--- src/rtl/hamming_pkg.sv ---
// hamming_pkg: shared widths, codeword type and scrubber state encoding
package hamming_pkg;
    localparam int DATA_W = 8;
    localparam int CODE_W = 12;
    localparam int SYN_W  = 4;

    typedef logic [CODE_W-1:0] codeword_t;

    typedef enum logic [2:0] {
        S_IDLE,
        S_RD_REQ,
        S_RD_WAIT,
        S_CHECK,
        S_WR_REQ,
        S_NEXT,
        S_DONE
    } scrub_state_t;
endpackage

--- src/rtl/hamming_code.sv ---
// hamming_code: combinational Hamming(12,8) encoder, parity at positions 1,2,4,8
module hamming_code
    import hamming_pkg::*;
(
    input  logic [DATA_W-1:0] data,
    output codeword_t         code
);
    logic p1, p2, p4, p8;

    assign p1 = ^{data[0], data[1], data[3], data[4], data[6]};
    assign p2 = ^{data[0], data[2], data[3], data[5], data[6]};
    assign p4 = ^{data[1], data[2], data[3], data[7]};
    assign p8 = ^data[7:4];

    // bit i of the codeword holds Hamming position i+1
    assign code = {data[7:4], p8, data[3:1], p4, data[0], p2, p1};
endmodule

--- src/rtl/hamming_decode.sv ---
// hamming_decode: combinational Hamming(12,8) SEC decoder
module hamming_decode
    import hamming_pkg::*;
(
    input  codeword_t         code,
    output logic [DATA_W-1:0] data,
    output logic [SYN_W-1:0]  syndrome
);
    codeword_t fixed;

    assign syndrome[0] = ^{code[0], code[2], code[4], code[6], code[8], code[10]};
    assign syndrome[1] = ^{code[1], code[2], code[5], code[6], code[9], code[10]};
    assign syndrome[2] = ^{code[3], code[4], code[5], code[6], code[11]};
    assign syndrome[3] = ^code[11:7];

    // syndromes 13..15 name no real position, so nothing is flipped for them
    assign fixed = (syndrome != '0 && syndrome <= SYN_W'(CODE_W))
                 ? code ^ (codeword_t'(1) << (syndrome - SYN_W'(1)))
                 : code;

    assign data = {fixed[11:8], fixed[6:4], fixed[2]};
endmodule

--- src/rtl/hamming_scrub_ctrl.sv ---
// hamming_scrub_ctrl: background scrubber that reads, checks and rewrites every memory word
module hamming_scrub_ctrl
    import hamming_pkg::*;
#(
    parameter int ADDR_W = 8,
    parameter int DEPTH  = 256,
    parameter int CNT_W  = 16
) (
    input  logic              clk,
    input  logic              rst_n,
    input  logic              start,
    input  logic              abort,
    output logic              busy,
    output logic              done,
    output logic              aborted,
    output logic [CNT_W-1:0]  err_count,
    output logic [ADDR_W-1:0] last_err_addr,
    output logic              mem_req,
    output logic              mem_we,
    output logic [ADDR_W-1:0] mem_addr,
    output logic [CODE_W-1:0] mem_wdata,
    input  logic              mem_gnt,
    input  logic              mem_rvalid,
    input  logic [CODE_W-1:0] mem_rdata
);
    localparam logic [ADDR_W-1:0] LAST = ADDR_W'(DEPTH - 1);

    scrub_state_t      state, state_nx;
    logic [ADDR_W-1:0] addr;
    codeword_t         word_q, wdata_q, enc_word;
    logic [DATA_W-1:0] dec_data;
    logic [SYN_W-1:0]  syndrome;
    logic              abort_q;
    logic              stop;

    hamming_decode u_dec (
        .code     (word_q),
        .data     (dec_data),
        .syndrome (syndrome)
    );

    hamming_code u_enc (
        .data (dec_data),
        .code (enc_word)
    );

    // an abort seen anywhere inside a word is remembered and acted on at the word boundary
    assign stop = abort || abort_q;

    // state register
    always_ff @(posedge clk or negedge rst_n) begin
        if (!rst_n)
            state <= S_IDLE;
        else
            state <= state_nx;
    end

    // next-state logic
    always_comb begin
        state_nx = state;
        case (state)
            S_IDLE:    state_nx = start ? S_RD_REQ : S_IDLE;
            S_RD_REQ:  state_nx = mem_gnt ? S_RD_WAIT : S_RD_REQ;
            S_RD_WAIT: state_nx = mem_rvalid ? S_CHECK : S_RD_WAIT;
            S_CHECK:   state_nx = (syndrome != '0) ? S_WR_REQ : S_NEXT;
            S_WR_REQ:  state_nx = mem_gnt ? S_NEXT : S_WR_REQ;
            S_NEXT:    state_nx = (stop || addr == LAST) ? S_DONE : S_RD_REQ;
            S_DONE:    state_nx = S_IDLE;
            default:   state_nx = S_IDLE;
        endcase
    end

    // outputs decoded from state; request fields come straight from held registers
    always_comb begin
        busy      = state != S_IDLE;
        done      = state == S_DONE;
        mem_req   = state == S_RD_REQ || state == S_WR_REQ;
        mem_we    = state == S_WR_REQ;
        mem_addr  = addr;
        mem_wdata = wdata_q;
    end

    // address, counters, captured read word and corrected write data
    always_ff @(posedge clk or negedge rst_n) begin
        if (!rst_n) begin
            addr          <= '0;
            err_count     <= '0;
            last_err_addr <= '0;
            aborted       <= 1'b0;
            abort_q       <= 1'b0;
            word_q        <= '0;
            wdata_q       <= '0;
        end else begin
            if (state == S_IDLE && start) begin
                addr      <= '0;
                err_count <= '0;
                aborted   <= 1'b0;
                abort_q   <= 1'b0;
            end else if (state != S_IDLE && abort) begin
                abort_q <= 1'b1;
            end
            if (state == S_RD_WAIT && mem_rvalid)
                word_q <= mem_rdata;
            if (state == S_CHECK && syndrome != '0) begin
                wdata_q       <= enc_word;
                last_err_addr <= addr;
                if (!(&err_count))
                    err_count <= err_count + 1'b1;
            end
            if (state == S_NEXT) begin
                if (stop)
                    aborted <= 1'b1;
                else if (addr != LAST)
                    addr <= addr + 1'b1;
            end
        end
    end
endmodule
--- config.mk ---
export PLATFORM = sky130hd
export DESIGN_NAME = hamming_scrub_ctrl
export DESIGN_NICKNAME = d
export VERILOG_FILES = /design/src/rtl/hamming_pkg.sv /design/src/rtl/hamming_code.sv /design/src/rtl/hamming_decode.sv /design/src/rtl/hamming_scrub_ctrl.sv
export SDC_FILE = /design/constraint.sdc
export NUM_CORES = 1
export LEC_CHECK = 0
export CAP_MARGIN = 5
export CELL_PAD_IN_SITES_DETAIL_PLACEMENT = 1
export CELL_PAD_IN_SITES_GLOBAL_PLACEMENT = 1
export CORE_MARGIN = 5
export CORE_UTILIZATION = 40
export DETAILED_ROUTE_END_ITERATION = 8
export GPL_ROUTABILITY_DRIVEN = 1
export PLACE_DENSITY_LB_ADDON = 0.1
export RECOVER_POWER = 25
export SETUP_SLACK_MARGIN = 0.3
export SLEW_MARGIN = 10
export SYNTH_ARGS = -nofsm -noshare
export SYNTH_HDL_FRONTEND = slang
export SYNTH_SLANG_ARGS = --single-unit
--- constraint.sdc ---
create_clock -name clk -period 3.07 [get_ports clk]
set_clock_uncertainty 0.1 [all_clocks]
set_input_delay 0.614 -clock clk [delete_from_list [all_inputs] [get_ports clk]]
set_output_delay 0.614 -clock clk [all_outputs]
set_load 0.01 [all_outputs]
==> flow_metrics.env <==
export IMPL_outcome="complete, no violations"
export IMPL_start_util_pct=40.93
export IMPL_gp_congestion=0.8318
export IMPL_regArea_mm2=0.001528
export IMPL_n_fill_cell=916
export IMPL_final_util_pct=53.62
export IMPL_dp_hpwl_um=6049
export IMPL_core_area_mm2=0.008217
export IMPL_critPathRequiredTime_ns=3.18
export IMPL_htreeDepth=3
export IMPL_worst_setup_path_type="flop to flop"
export IMPL_clk_latency_ns=0.34
export IMPL_drt_iter0_drc=51
export IMPL_arrival_ns=2.78
export IMPL_wire_per_inst_um=16.50
export IMPL_synth_async_reset_ratio_pct=100.0
export IMPL_hold_class="flop to flop"
export IMPL_dpl_cell_area_mm2=0.004164
export IMPL_syn_num_nets=340
export IMPL_grt_util_met2_pct=28.22
export IMPL_powerDensity_mw_per_mm2=1322
export IMPL_start_kind="flop"
export IMPL_die_area_mm2=0.01034
export IMPL_worstSetupEndpointType="flop"
export IMPL_grt_pass1_wl_um=14010
export IMPL_cts_sinks=61
export IMPL_dp_cells=486
export IMPL_drc=0
export IMPL_synth_top_area_cell="dfrtp_1"
export IMPL_n_antenna_cell=0
export IMPL_yosysTopAreaCellShare_pct=45.39
export IMPL_synth_seq_area_share_pct=45.39
export IMPL_yosysMostFrequentCell="dfrtp_1"
export IMPL_max_cap_violations=0
export IMPL_power_total_mw=5.823
export IMPL_ant_nets=0
export IMPL_clk_path_buf_depth=2
export IMPL_ys_warn_count=0
export IMPL_synth_seq_cells=61
export IMPL_vdd_drop_max_uv=929.5
export IMPL_hold_violations=0
export IMPL_drt_pass1_iter_count=4
export IMPL_path_clk_slew_ns=0.07
export IMPL_area_delta_synth_final_pct=30.99
export IMPL_synth_cell_types=48
export IMPL_multi_input_area_mm2=0.001808
export IMPL_period_needed_ns=2.669
export IMPL_use_met1_pct=23.30
export IMPL_synth_main_ff_cell="dfrtp_1"
export IMPL_vias=2644
export IMPL_fp_dieH_um=101.7
export IMPL_cts_tree="done"
export IMPL_maxSlewViolCount=0
export IMPL_synth_common_cells="61 x dfrtp_1, 31 x nor2_1, 27 x nand2_1"
export IMPL_cellLeakagePower_nw=1.872
export IMPL_finalSetupViolations=0
export IMPL_fin_ws_ns=0.4013
export IMPL_finalNetCount=416
export IMPL_antenna_found_initial=0
export IMPL_holdWs_ns=0.3917
export IMPL_grt_start_max_net_pins=38
export IMPL_max_slew_margin_rel_pct=8.380
export IMPL_fin_area_mm2=0.004405
export IMPL_grt_setup_unrepaired="yes"
export IMPL_synth_edff_count=0
export IMPL_grt_use_total_pct=17.30
export IMPL_syn_area_mm2=0.003363
export IMPL_portBuffers=66
export IMPL_grt_use_met3_pct=3.030
export IMPL_fmax_mhz=374.7
export IMPL_via_per_inst=5.225
export IMPL_numCtsBuffers=9
export IMPL_wl_um=8349
export IMPL_pre_cts_ws_ns=0.1983
export IMPL_min_period_over_period_pct=86.93
export IMPL_synth_avg_cell_area_um2=10.51
export IMPL_crit_fanout=5
export IMPL_syn_inst=320
export IMPL_busiest_layer="met2"
export IMPL_cts_root_buf="clkbuf_8"
export IMPL_setup_tns_ns=0
export IMPL_io_pins=67
export IMPL_fin_cells=506
export IMPL_die_w_um=101.7
export IMPL_fp_row_count=33
export IMPL_netlist_top_cells_area="dfrtp_1 45%, xnor2_1 6.5%, mux2_2 5.4%, nor2_1 3.5%, a21oi_1 3.3%"
export IMPL_grt_pass1_vias=2726
export IMPL_grt_overflow=0
export IMPL_drive_above_1_share_pct=16.46
export IMPL_worst_pin_slew_ns=1.374
## flip-flops by register name, indices dropped and copies added (netlist names)
register       cells
word_q            12
err_count         16
last_err_addr      8
abort_q            1
state              3
aborted            1
mem_wdata         12
mem_addr           8
## final timing paths
path / cells after the start / from / end / slack (ns)
max reg2reg: 7 / word_q[9]$_DFFE_PN0P_ / mem_wdata[0]$_DFFE_PN0P_ / 0.40
min: 1 / last_err_addr[6]$_DFFE_PN0P_ / last_err_addr[6]$_DFFE_PN0P_ / 0.39
min reg2reg: 1 / last_err_addr[6]$_DFFE_PN0P_ / last_err_addr[6]$_DFFE_PN0P_ / 0.39
min in group asynchronous: 1 / rst_n / err_count[4]$_DFF_PN0_ / 0.47
max in group asynchronous: 2 / rst_n / word_q[10]$_DFFE_PN0P_ / 0.73
max: 7 / word_q[9]$_DFFE_PN0P_ / mem_wdata[0]$_DFFE_PN0P_ / 0.40
## per-layer routing
layer / up-vias / wire, um / share of wire (%)
li1: 1262 / - / -
met1: 1310 / 3803 / 46
met2: 59 / 4075 / 49
met3: 13 / 341 / 4.1
met4: 0 / 128 / 1.5
met5: - / 0 / 0
## cell type report
cell class                 count  share of cell area, %
multi-input combinational    242                  41.04
inverter                       4                 0.3408
tap                          105                  2.982
sequential                    61                  34.68
clock buffer                  12                  3.522
clock inverter                 4                 0.5112
timing repair buffer          78                  16.93
## what timing repair did
item,4_1_cts,5_1_grt
hold buffers,0,0
pin swaps,1,3
setup endpoints to repair,18,20
gates resized for setup,3,6
setup buffers,0,4
## layout by cell type, fill, tap and decap left out, drive strengths merged, types with 2 or more instances in the layout
| cell | instances |
|---|---|
| buf | 11 |
| nand2 | 27 |
| o211ai | 2 |
| o22ai | 2 |
| nand3 | 15 |
| nand3b | 3 |
| or2 | 2 |
| clkdlybuf4s50 | 65 |
| or3 | 2 |
| inv | 4 |
| dfrtp | 61 |
| o31ai | 2 |
| xor2 | 8 |
| mux2i | 8 |
| and3 | 8 |
| nor3b | 2 |
| and2 | 4 |
| nor4 | 2 |
| a21boi | 3 |
| nor2 | 31 |
| nor3 | 5 |
| xnor3 | 5 |
| a21oi | 22 |
| nand4 | 7 |
| nor2b | 4 |
| clkbuf | 14 |
| clkinv | 3 |
| xnor2 | 28 |
| o21ai | 19 |
| mux2 | 20 |
| ha | 2 |
| nand2b | 3 |
## cells by family (layout without fill, tap and decap cells)
family	count (synthesis)	in the layout	synth area share, %
and+or+nand+nor	117	117	18.30
adders and majority gates	2	2	0.7439
muxes	28	28	9.077
DFF	61	61	45.39
AOI/OAI and AO/OA	53	53	9.152
xor gates and xnor gates	42	42	14.96
buffers and inverters	17	98	2.381
## worst max-delay path, cell delays in order, from the launching register on
cell and delay [ns]:
dfrtp_1 0.51, xor2_2 0.35, xnor3_1 0.57, nor3_1 0.36, a21boi_0 0.19, xnor2_1 0.24
xnor2_1 0.14, a21oi_1 0.08
## report_power, final
part,internal (mW),switching [mW]
combinational,1.96,1.91
sequential,1.02,0.266
clock,0.333,0.330
total,3.31,2.51
Note: power is estimated with default switching activity, not from simulation.
